**config.mk**
```make
export PLATFORM = sky130hd
export DESIGN_NAME = bram_rr_arbiter
export DESIGN_NICKNAME = d
export VERILOG_FILES = /design/src/rtl/bram_rr_arbiter.sv
export SDC_FILE = /design/constraint.sdc
export NUM_CORES = 1
export LEC_CHECK = 0
export ABC_CLOCK_PERIOD_IN_PS = 2800
export BUFFER_PORTS_ARGS = -buffer_cell sky130_fd_sc_hd__buf_4
export CAP_MARGIN = 5
export CORE_MARGIN = 10
export CORE_UTILIZATION = 30
export CTS_CLUSTER_SIZE = 8
export DETAILED_ROUTE_END_ITERATION = 10
export GPL_TIMING_DRIVEN = 0
export PLACE_DENSITY = 0.82
export SLEW_MARGIN = 20
export SYNTH_ARGS = -nofsm -noshare
export SYNTH_HDL_FRONTEND = slang
export SYNTH_SLANG_ARGS = --single-unit
```
**constraint.sdc**
```tcl
create_clock -name clk -period 2.8 [get_ports clk]
set_input_delay 0.14 -clock clk [delete_from_list [all_inputs] [get_ports clk]]
set_output_delay 0.14 -clock clk [all_outputs]
set_load 0.02 [all_outputs]
```
**src/rtl/bram_rr_arbiter.sv**
```systemverilog
// Round-robin arbiter sharing one BRAM read port between N_REQ engines plus a host override.
// Optional stall counter enabled by defining ARB_STALL_COUNT_EN.

module bram_rr_arbiter_lane #(
  parameter int ADDR_WIDTH = 9
) (
  input  logic                  grant,
  input  logic [ADDR_WIDTH-1:0] addr,
  output logic [ADDR_WIDTH-1:0] addr_sel
);
  assign addr_sel = grant ? addr : '0;
endmodule

module bram_rr_arbiter #(
  parameter int N_REQ        = 4,
  parameter int ADDR_WIDTH   = 9,
  parameter int DATA_WIDTH   = 64,
  parameter int BRAM_LATENCY = 1,
  parameter int CNT_WIDTH    = 32
) (
  input  logic                        clk,
  input  logic                        rst,
  input  logic [N_REQ-1:0]            req_valid,
  input  logic [N_REQ*ADDR_WIDTH-1:0] req_addr,
  output logic [N_REQ-1:0]            req_ready,
  output logic [N_REQ-1:0]            resp_valid,
  output logic [DATA_WIDTH-1:0]       resp_data,
  input  logic                        host_en,
  input  logic [ADDR_WIDTH-1:0]       host_addr,
  input  logic                        host_valid,
  output logic [ADDR_WIDTH-1:0]       bram_r_addr,
  output logic                        bram_r_valid,
  input  logic [DATA_WIDTH-1:0]       bram_r_data,
  output logic [$clog2(N_REQ)-1:0]    grant_idx,
  output logic                        busy,
  output logic [CNT_WIDTH-1:0]        stall_cycles
);
  localparam int IDX_W = $clog2(N_REQ);

  logic [IDX_W-1:0]                  ptr_q;
  logic [IDX_W-1:0]                  win_idx;
  logic                              win_found;
  logic                              eng_grant;
  logic [N_REQ-1:0]                  grant_oh;
  logic [N_REQ-1:0][ADDR_WIDTH-1:0]  addr_sel;
  logic [ADDR_WIDTH-1:0]             addr_or;
  logic [BRAM_LATENCY:1]             vld_pipe;
  logic [BRAM_LATENCY:1][IDX_W-1:0]  idx_pipe;

  // Rotating priority scan: first valid requester at or after the pointer.
  always_comb begin
    int j;
    win_found = 1'b0;
    win_idx   = '0;
    j         = 0;
    for (int k = 0; k < N_REQ; k++) begin
      j = int'(ptr_q) + k;
      if (j >= N_REQ) j = j - N_REQ;
      if (!win_found && req_valid[j]) begin
        win_found = 1'b1;
        win_idx   = IDX_W'(j);
      end
    end
  end

  // Host override and reset both suppress engine grants in the same cycle.
  assign eng_grant = win_found & ~host_en & ~rst;
  assign grant_oh  = eng_grant ? (N_REQ'(1) << win_idx) : '0;

  for (genvar i = 0; i < N_REQ; i++) begin : g_lane
    bram_rr_arbiter_lane #(.ADDR_WIDTH(ADDR_WIDTH)) u_lane (
      .grant    (grant_oh[i]),
      .addr     (req_addr[i*ADDR_WIDTH +: ADDR_WIDTH]),
      .addr_sel (addr_sel[i])
    );
  end

  always_comb begin
    addr_or = '0;
    for (int i = 0; i < N_REQ; i++) addr_or = addr_or | addr_sel[i];
  end

  always_comb begin
    req_ready    = grant_oh;
    grant_idx    = eng_grant ? win_idx : '0;
    bram_r_addr  = '0;
    bram_r_valid = 1'b0;
    if (!rst) begin
      bram_r_addr  = host_en ? host_addr : addr_or;
      bram_r_valid = host_en ? host_valid : eng_grant;
    end
  end

  always_ff @(posedge clk) begin
    if (rst) begin
      ptr_q <= '0;
    end else if (eng_grant) begin
      ptr_q <= (int'(win_idx) == N_REQ-1) ? '0 : win_idx + 1'b1;
    end
  end

  // Response tag pipeline aligned to the BRAM read latency.
  always_ff @(posedge clk) begin
    if (rst) begin
      vld_pipe <= '0;
      idx_pipe <= '0;
    end else begin
      vld_pipe[1] <= eng_grant;
      idx_pipe[1] <= win_idx;
      for (int s = 2; s <= BRAM_LATENCY; s++) begin
        vld_pipe[s] <= vld_pipe[s-1];
        idx_pipe[s] <= idx_pipe[s-1];
      end
    end
  end

  assign resp_valid = (vld_pipe[BRAM_LATENCY] && !rst) ?
                      (N_REQ'(1) << idx_pipe[BRAM_LATENCY]) : '0;
  assign resp_data  = bram_r_data;
  assign busy       = ~rst & (|vld_pipe);

`ifdef ARB_STALL_COUNT_EN
  logic [CNT_WIDTH-1:0] stall_q;
  logic                 stall_evt;

  // Grants are forced low under host_en, so this also covers host-blocked requests.
  assign stall_evt = |(req_valid & ~grant_oh);

  always_ff @(posedge clk) begin
    if (rst) begin
      stall_q <= '0;
    end else if (stall_evt && (stall_q != '1)) begin
      stall_q <= stall_q + 1'b1;
    end
  end

  assign stall_cycles = rst ? '0 : stall_q;
`else
  assign stall_cycles = '0;
`endif

endmodule

```
==> metrics.yaml, run 1 <==
status: "completed"
vias_per_cell: 4.31
avgSynthCellArea_um2: 7.48
antenna_found_initial: 0
post-route-period-util: 0.941
grt_remaining_overflow: 0
root_buffer: "clkbuf_8"
critPathMaxStageDelay_ns: 0.36
path_class: "flip-flop to output pin"
yosys.cell_types.count: 39
pin_count: 234
hold_ws_ns: 0.307
syn_inst: 209
yosysSeqAreaShare: 0.0641
wl_um: 7660
tightest_slew_ns: 0.514
ir_drop_mv: 0.156
gp_congestion: 0.775
hpwlAfterDp_um: 6970
crit_chain: "o21ai_0, a221o_1, nand2_1, ha_2, a222oi_1, or3_1, a221oi_1, buf_4"
drt_iter0_drc: 132
finalClockSkew_ns: 0.00390
cts.clk_slew.worst_paths_ns: 0.04
postCtsHoldBufs: 0
cp_data_arrival_time_ns: 2.50
vias: 1926
syn-cell-area_um2: 1560
grt_max_degree: 11
cts_tree: "built"
hold_viol: 0
fin_ws_ns: 0.165
grt_pass1_wl_um: 10800
die-area_um2: 8500
final.min_clock_period_ns: 2.64
clk-insertion-delay-late_ns: 0.22
ctsLongestPathBuffers: 2
core.rowCount: 26
synth_warnings: 0
grt_pass1_vias: 2020
ys_ff_latch: 5
synth_fa_ha_area_frac: 0.0320
dieWidth_um: 92.2
place_worst_setup_slack_ns: 0.0896
dp.cells: 446
power.total_mw: 0.756
synthFlopType: "dfxtp_1"
rsz0062_at_grt: "true"
p_leak_nw: 1.62
worstHoldPathType: "primary input to flip-flop"
postCtsSetupBuffers: 0
crit_slowest_cell: "dfxtp_1"
synth_top_family_by_area: "buffers and inverters"
clock_sinks: 5
async_reset_ff_frac: 0
n_fill_cell: 508
core_um2: 5070
synth_compound_area_frac: 0.215
synth-edff-count: 0
wl_per_cell_um: 17.1
final_cells: 447
synth-simple-area-share: 0.127
area_growth_pct: 81.1
io_buffer_count: 136
slew_headroom: 0.658
die_h_um: 92.2
drv_cap: 0
grt_usage: 0.158
diodes: 0
drc: 0
max_freq_mhz: 379
finalSetupViolCount: 0
first_pass_iters: 4
muxShareOfSynthArea: 0.00641
fin_nets: 499
maxSlewViolCount: 0
start_util: 0.308
critPathLaunchType: "flip-flop"
worstPathRequired_ns: 2.66
drive_gt1_frac: 0.666
htree_num_levels: 1
cts_buffers: 3
end_kind: "output pin"
crit_fanout: 10
ant_nets: 0
synthXorXnorAreaFrac: 0
power.density_nw_per_um2: 267
placed cells by master, fill, tap and decap left out, drive strengths merged, types with 2 or more instances in the layout:
cell    synthesis  final
inv            13     13
a22oi           2      2
a211oi          3      3
a221oi          8      8
nand2           3      3
o21ai           2      2
a21oi           6      6
clkbuf          7      9
or3             8      8
buf           104    239
dfxtp           5      5
a222oi          8      8
nand2b          3      3
a31oi           8      8
nor2            3      3
and2            5      5
conb            1     32
ha              4      4
worst max-delay path: cells and delay by family (launching register included):
family,cells,cell delay (ns)
AO/OA/AOI/OAI,4,0.91
AND/OR/NAND/NOR,2,0.49
flip-flops,1,0.36
buffers and inverters,1,0.21
adder cells (fa/ha/maj),1,0.31
flip-flops by register name, summed over array words and instances, names as in the netlist:
name,cells
vld_pipe,1
ptr_q,2
idx_pipe,2
stage by stage:
| stage | TNS, ns | cell area, µm² | util |
|---|---|---|---|
| 2_1_floorplan | 0 | 1680 | - |
| 3_3_place_gp | 0 | 2790 | 0.549 |
| 3_5_place_dp | 0 | 2790 | 0.549 |
| 4_1_cts | 0 | 2820 | 0.556 |
| 5_1_grt | -0.0150 | 2830 | 0.558 |
| 6_report | 0 | 2830 | 0.558 |
cells in the mapped netlist (all sizes together), types with 2 or more instances:
cell type	count	area share
clkbuf	7	0.017
o21ai	2	0.0064
a22oi	2	0.0096
nor2	3	0.0072
and2	5	0.020
dfxtp	5	0.064
nand2b	3	0.017
a211oi	3	0.018
a221oi	8	0.045
buf	104	0.50
a21oi	6	0.019
nand2	3	0.0072
a222oi	8	0.051
inv	13	0.033
ha	4	0.032
or3	8	0.032
a31oi	8	0.032
final timing paths:
path / slack (ns) / cells past startpoint / start / to
hold reg to reg: 0.62 / 3 / ptr_q[1]$_SDFFE_PP0N_ / ptr_q[1]$_SDFFE_PP0N_
setup reg to reg: 1.18 / 6 / ptr_q[1]$_SDFFE_PP0N_ / ptr_q[0]$_SDFFE_PP0N_
hold / removal: 0.31 / 3 / rst / ptr_q[0]$_SDFFE_PP0N_
setup / recovery: 0.16 / 8 / ptr_q[1]$_SDFFE_PP0N_ / bram_r_addr[1]
metal layers:
layer  vias up  global-route usage  wire length (µm)
met5         -                   0                 0
met4         0              0.0283                65
met3         6              0.0994              1140
met2       147               0.292              3990
met1       845               0.145              2460
li1        928                   -                 -
logic make-up (layout without fill, tap and decap cells):
kind of cell | Yosys count | in the layout
buf+inv | 124 | 261
compound gates | 43 | 43
simple gates | 31 | 31
flops | 5 | 5
fa+ha+maj | 4 | 4
other cells | 1 | 32
mux | 1 | 1
where the power goes:
group / total [mW] / switching (mW) / internal (mW)
clock network: 0.135 / 0.0373 / 0.0979
registers: 0.0818 / 0.00384 / 0.0780
logic: 0.539 / 0.267 / 0.272
timing repair:
item | in CTS | in global routing
gates resized for setup | 1 | 4
endpoints found under the setup margin | 8 | 8
endpoints found under the hold margin | 0 | 0
layout make-up:
type                    instances  area, µm²  area share
plain buffers                 108        805       0.284
clock buffers                   4       45.0      0.0159
inverters                      13       51.3      0.0181
multi-input cells             111        721       0.255
flip-flops and latches          5        100      0.0354
well taps                      70       87.6      0.0309
repair buffers                136       1020       0.361
Power figures use the tool's default switching activity.
==> inputs of run 2 (changes only) <==
- PLACE_DENSITY: 0.82 -> 0.79
==> run 2 against run 1 <==
Clock power about the same. Largest power group unchanged. First-iteration DRC count decreased by 23%. Highest routed layer unchanged. Via count down 2.6%. Clock-buffer cell count unchanged. Sequential cell count stayed put.
==> metrics.yaml, run 2 (synthesized netlist as in run 1, its figures left out) <==
crit_chain: "nand2b_1, a21oi_1, a21o_1, ha_2, a222oi_1, or3_1, a221oi_1, buf_4"  # was o21ai_0, a221o_1, nand2_1, ha_2, a222oi_1, or3_1, a221oi_1, buf_4
max_freq_mhz: 382  # was 379 MHz
start_util: 0.308  # unchanged
fin_ws_ns: 0.185  # was 0.165 ns
io_buffer_count: 136  # unchanged
fin_nets: 499  # unchanged
cp_top_family: "compound AO/OA/AOI/OAI gates"  # unchanged
hold_viol: 0  # unchanged
grt_max_degree: 11  # unchanged
power.density_nw_per_um2: 266  # was 267 nW/µm²
core_um2: 5070  # unchanged
final.min_clock_period_ns: 2.61  # was 2.64 ns
vias: 1876  # was 1926
wl_um: 7510  # was 7660 µm
ctsLongestPathBuffers: 2  # unchanged
clk-insertion-delay-late_ns: 0.23  # was 0.22 ns
hold_start: "rst"  # unchanged
worstPathRequired_ns: 2.66  # about the same
finalSetupTns_ns: 0  # unchanged
grt_usage: 0.159  # was 0.158
crit_slowest_cell: "or3_1"  # was dfxtp_1
final_cells: 447  # unchanged
grt_pass1_vias: 1972  # was 2020
rsz0062_at_grt: "false"  # was true
post-route-period-util: 0.934  # was 0.941
power.total_mw: 0.753  # was 0.756 mW
die_h_um: 92.2  # unchanged
slew_headroom: 0.642  # was 0.658
reg.largest.list: "idx_pipe: 2 flops, ptr_q: 2 flops, vld_pipe: 1 flops"  # unchanged
cts_tree: "built"  # unchanged
power.share.clock: 0.179  # about the same
antenna_found_initial: 0  # unchanged
htree_num_levels: 1  # unchanged
r2r_cells: 6  # unchanged
gp_congestion: 0.799  # was 0.775
core.rowCount: 26  # unchanged
dr_wl_met2_um: 3760  # was 3990 µm
hold_depth: 3  # unchanged
maxSlewViolCount: 0  # unchanged
end_kind: "output pin"  # unchanged
hpwlAfterDp_um: 6880  # was 6970 µm
crit_fanout: 10  # unchanged
vias_per_cell: 4.20  # was 4.31
seqPwrFrac: 0.109  # was 0.108
cp_num_buf_inv: 1  # unchanged
combinationalPowerShare: 0.712  # was 0.713
p_int_mw: 0.448  # about the same
reg2reg_from: "ptr_q[0]$_SDFFE_PP0N_"  # was ptr_q[1]$_SDFFE_PP0N_
grt_remaining_overflow: 0  # unchanged
dpl-instance-area_um2: 2790  # unchanged
hold_ws_ns: 0.264  # was 0.307 ns
cts.clk_slew.worst_paths_ns: 0.04  # about the same
first_pass_iters: 4  # unchanged
worstHoldPathType: "primary input to flip-flop"  # unchanged
finalClockSkew_ns: 0.00424  # was 0.00390 ns
fin_util: 0.558  # unchanged
path_class: "flip-flop to output pin"  # unchanged
hold_end: "ptr_q[0]$_SDFFE_PP0N_"  # unchanged
grt_pass1_wl_um: 10900  # was 10800 µm
drt_iter0_drc: 101  # was 132
drive_gt1_frac: 0.666  # unchanged
status: "completed"  # unchanged
wl_met1_um: 2510  # was 2460 µm
die-area_um2: 8500  # unchanged
critPathMaxStageDelay_ns: 0.35  # was 0.36 ns
ir_drop_mv: 0.111  # was 0.156 mV
postCtsSetupBuffers: 0  # unchanged
finalSetupViolCount: 0  # unchanged
wl_per_cell_um: 16.8  # was 17.1 µm
highest_layer: "met4"  # unchanged
cp_data_arrival_time_ns: 2.47  # was 2.50 ns
clock_sinks: 5  # unchanged
critPathLaunchType: "flip-flop"  # unchanged
final_area_um2: 2830  # unchanged
r2r_slack_ns: 1.18  # about the same
place_worst_setup_slack_ns: 0.130  # was 0.0896 ns
n_fill_cell: 491  # was 508
timing.rr.end: "ptr_q[0]$_SDFFE_PP0N_"  # unchanged
dp.cells: 446  # unchanged
p_switching_mw: 0.305  # was 0.308 mW
layout_commonest_cell: "buf_4"  # unchanged
swShare: 0.405  # was 0.408
wl_met3_um: 1140  # about the same
drv_cap: 0  # unchanged
drc: 0  # unchanged
area_growth_pct: 81.1  # unchanged
diodes: 0  # unchanged
ant_nets: 0  # unchanged
tightest_slew_ns: 0.537  # was 0.514 ns
final_cell_mix: "236 x buf_4, 32 x conb_1, 12 x inv_1"  # unchanged
root_buffer: "clkbuf_8"  # unchanged
cts_buffers: 3  # unchanged
p_leak_nw: 1.62  # unchanged
postCtsHoldBufs: 0  # unchanged
dieWidth_um: 92.2  # unchanged
pin_count: 234  # unchanged
[run 2: worst max-delay path by stage]
stage,depth (start not counted),end,slack (ns),start
6_report,8,bram_r_addr[0],0.19,ptr_q[0]$_SDFFE_PP0N_
5_1_grt,8,bram_r_addr[0],0.004,ptr_q[1]$_SDFFE_PP0N_
4_1_cts,8,bram_r_addr[0],0.01,ptr_q[1]$_SDFFE_PP0N_
3_5_place_dp,9,bram_r_addr[0],0.13,ptr_q[1]$_SDFFE_PP0N_
3_3_place_gp,9,bram_r_addr[4],0.19,ptr_q[1]$_SDFFE_PP0N_
2_1_floorplan,8,bram_r_addr[0],0.37,ptr_q[1]$_SDFFE_PP0N_
[run 2: cell type report]
class,count,area (µm²),area share
buffer,108,805,0.284
clock buffer,4,45.0,0.0159
inverter,13,51.3,0.0181
multi-input combinational,111,721,0.255
sequential,5,100,0.0354
tap,70,87.6,0.0309
timing repair buffer,136,1020,0.361
[run 2: repair_timing]
item                                    4_1_cts  5_1_grt
pin swaps                                     0        0
gates resized for setup                       0        5
endpoints found under the setup margin        8        8
[run 2: worst reg2reg max path, delay by kind of cell, from the launching register on]
kind                       cells  cell delay, ns
adders and majority gates      1            0.28
AOI/OAI and AO/OA              3            0.61
and+or+nand+nor                2            0.36
DFF                            1            0.31
[run 2: layer usage]
metal,vias to the layer above,GRT usage
met5,-,0
met4,0,0.0398
met3,6,0.106
met2,136,0.276
met1,806,0.151
li1,928,-
[run 2: power groups by stage]
stage	combinational [mW]	clock (mW)	sequential, mW
4_1_cts	0.534	0.138	0.0822
3_3_place_gp	0.527	0	0.0827
2_1_floorplan	0.338	0	0.0819
5_1_grt	0.575	0.144	0.0829
3_5_place_dp	0.533	0	0.0832
6_report	0.536	0.134	0.0823
==> inputs of run 3 (changes only) <==
- CORE_ASPECT_RATIO: unset -> 0.7
- PLACE_DENSITY: 0.79 -> 0.8
- SYNTH_HIERARCHICAL: unset -> 1
==> run 3 against run 2 <==
Critical endpoint is now bram_r_addr[1]. Critical path depth is 4 higher. Clock power is essentially flat. Die area down 0.66%. Largest power group unchanged. Maximum frequency is 1.6% lower. Via count fell by 5.6%. Synthesized cell count increased by 5.3%. Clock-buffer cell count unchanged. Synthesized area down 1.5%. Worst hold slack got worse by 0.14 ns. Global-route usage is 0.12 points higher. Final cell count is 3.6% higher.
==> metrics.yaml, run 3 <==
status: "completed"  # unchanged
ir_drop_mv: 0.167  # was 0.111 mV
timing.rr.end: "ptr_q[1]$_SDFFE_PP0P_"  # was ptr_q[0]$_SDFFE_PP0N_
drc: 0  # unchanged
n_fill_cell: 435  # was 491
cts.clk_slew.worst_paths_ns: 0.04  # about the same
yosysMostFrequentCell: "buf_4"  # unchanged
r2r_slack_ns: 1.28  # was 1.18 ns
clk-insertion-delay-late_ns: 0.22  # was 0.23 ns
dp.cells: 457  # was 446
drt_iter0_drc: 21  # was 101
final_cells: 463  # was 447
finalClockSkew_ns: 0.000606  # was 0.00424 ns
diodes: 0  # unchanged
root_buffer: "clkbuf_8"  # unchanged
htree_num_levels: 1  # unchanged
ctsLongestPathBuffers: 2  # unchanged
synth_area_leaders: "buf_4 47%, and2_1 15%, dfxtp_1 6.5%"  # was buf_4 48%, dfxtp_1 6.4%, a222oi_1 5.1%
synth_top_family_by_area: "buffers and inverters"  # unchanged
ys_top_cells_by_count: "96 x buf_4, 36 x and2_1, 24 x nor2_1"  # was 100 x buf_4, 12 x inv_1
final.min_clock_period_ns: 2.66  # was 2.61 ns
p_leak_nw: 1.68  # was 1.62 nW
synth_fa_ha_area_frac: 0.0325  # was 0.0320
seqCellArea_um2: 104  # was 100 µm²
synth_warnings: 6  # was 0
grt_pass1_wl_um: 10900  # about the same
finalSetupViolCount: 0  # unchanged
power.density_nw_per_um2: 250  # was 266 nW/µm²
syn-cell-area_um2: 1540  # was 1560 µm²
final_cell_mix: "235 x buf_4, 36 x and2_1, 32 x conb_1"  # was 236 x buf_4, 32 x conb_1, 12 x inv_1
hold_end: "idx_pipe[1]$_SDFF_PP0_"  # was ptr_q[0]$_SDFFE_PP0N_
ys_ff_latch: 5  # unchanged
post-route-period-util: 0.949  # was 0.934
fin_nets: 516  # was 499
yosysSeqAreaShare: 0.0650  # was 0.0641
area_growth_pct: 87.4  # was 81.1%
async_reset_ff_frac: 0  # unchanged
path_class: "flip-flop to output pin"  # unchanged
synthFlopType: "dfxtp_1"  # unchanged
die_h_um: 79.9  # was 92.2 µm
cts_tree: "built"  # unchanged
postCtsHoldBufs: 0  # unchanged
wl_per_cell_um: 16.8  # about the same
maxSlewViolCount: 0  # unchanged
r2r_cells: 7  # was 6
grt_pass1_vias: 1793  # was 1972
first_pass_iters: 4  # unchanged
start_util: 0.317  # was 0.308
grt_remaining_overflow: 0  # unchanged
crit_fanout: 10  # unchanged
max_freq_mhz: 376  # was 382 MHz
syn_inst: 220  # was 209
muxShareOfSynthArea: 0.00650  # was 0.00641
grt_max_degree: 11  # unchanged
synthXorXnorAreaFrac: 0  # unchanged
avgSynthCellArea_um2: 7.00  # was 7.48 µm²
core_um2: 4860  # was 5070 µm²
vias: 1771  # was 1876
hold_viol: 0  # unchanged
multiInputGateArea_um2: 852  # was 721 µm²
fin_util: 0.593  # was 0.558
ant_nets: 0  # unchanged
reg.largest.list: "idx_pipe: 2 flops, ptr_q: 2 flops, vld_pipe: 1 flops"  # unchanged
hold_start: "rst"  # unchanged
grt_usage: 0.160  # was 0.159
reg2reg_from: "ptr_q[0]$_SDFFE_PP0P_"  # was ptr_q[0]$_SDFFE_PP0N_
io_buffer_count: 137  # was 136
finalSetupTns_ns: 0  # unchanged
end_kind: "output pin"  # unchanged
gp_congestion: 0.811  # was 0.799
layout_commonest_cell: "buf_4"  # unchanged
drive_gt1_frac: 0.657  # was 0.666
critPathLaunchType: "flip-flop"  # unchanged
synth_area_leader_cell: "buf_4"  # unchanged
yosys.cell_types.count: 32  # was 39
dieWidth_um: 106  # was 92.2 µm
netlist.area_leader.share: 0.468  # was 0.480
hold_depth: 2  # was 3
die-area_um2: 8440  # was 8500 µm²
clock_sinks: 5  # unchanged
cp_data_arrival_time_ns: 2.52  # was 2.47 ns
vias_per_cell: 3.83  # was 4.20
antenna_found_initial: 0  # unchanged
drv_cap: 0  # unchanged
synth-edff-count: 0  # unchanged
worstHoldPathType: "primary input to flip-flop"  # unchanged
cts_buffers: 3  # unchanged
synth-simple-area-share: 0.320  # was 0.127
pin_count: 234  # unchanged
core.rowCount: 21  # was 26
wl_um: 7780  # was 7510 µm
synth_compound_area_frac: 0.0837  # was 0.215
hpwlAfterDp_um: 7060  # was 6880 µm
worstPathRequired_ns: 2.66  # about the same
==> run 3: logic make-up (layout without fill, tap and decap cells) <==
group | Yosys count | after routing
mux | 1 | 1
simple gates | 87 | 87
fa+ha+maj | 4 | 4
compound gates | 18 | 18
flops | 5 | 5
other cells | 1 | 32
buf+inv | 104 | 247
==> run 3: area by class of cell <==
cell class	instances	area share
inverters	5	0.00651
multi-input cells	142	0.295
repair buffers	139	0.362
well taps	69	0.0299
flip-flops and latches	5	0.0360
plain buffers	99	0.255
clock buffers	4	0.0156
==> run 3: per-layer routing <==
layer,up-vias,GRT usage,wire length [µm]
met5,-,0,0
li1,925,-,-
met1,764,0.166,2770
met3,2,0.0331,469
met4,0,0.0243,39
met2,80,0.327,4500
==> run 3: power by group <==
part,internal [mW],total [mW],switching (mW),leakage (nW)
clock network,0.0977,0.132,0.0342,0.0228
logic,0.259,0.504,0.245,1.61
registers,0.0788,0.0862,0.00733,0.0420
total,0.436,0.722,0.286,1.68
==> run 3: worst max-delay path, stage by stage, from the launching register on <==
cell and delay (ns):
dfxtp_4 0.36, nand2b_1 0.11, o21ai_0 0.08, o21a_2 0.24, or2_1 0.24, ha_1 0.21
and3_4 0.19, and2_1 0.16, nor4_2 0.27, nor2_1 0.08, a21oi_1 0.12, nor2_1 0.05
buf_4 0.18
==> run 3: timing repair <==
item,CTS,global route
buffers inserted,0,2
pin swaps,0,2
setup endpoints to repair,1,9
resized for setup,1,11
==> run 3: how the worst max path moves through the flow <==
stage / startpoint / slack (ns) / end / depth (start not counted)
after floorplan: ptr_q[0]$_SDFFE_PP0P_ / 0.60 / bram_r_addr[0] / 11
final: ptr_q[0]$_SDFFE_PP0P_ / 0.14 / bram_r_addr[1] / 12
after global placement: ptr_q[0]$_SDFFE_PP0P_ / 0.26 / bram_r_addr[4] / 12
after detailed placement: ptr_q[0]$_SDFFE_PP0P_ / 0.22 / bram_r_addr[4] / 12
after CTS: ptr_q[0]$_SDFFE_PP0P_ / 0.005 / bram_r_addr[5] / 12
after global routing: ptr_q[0]$_SDFFE_PP0P_ / -0.005 / bram_r_addr[1] / 12
==> run 3: stage by stage <==
step                      power [mW]  hold WS (ns)  cell area (µm²)  setup WS (ns)
after floorplan                0.390         0.212             1660          0.596
after global placement         0.566         0.351             2770          0.260
after detailed placement       0.573         0.351             2770          0.220
after CTS                      0.709         0.123             2820        0.00524
after global routing           0.769         0.133             2880       -0.00480
final                          0.722         0.122             2880          0.144
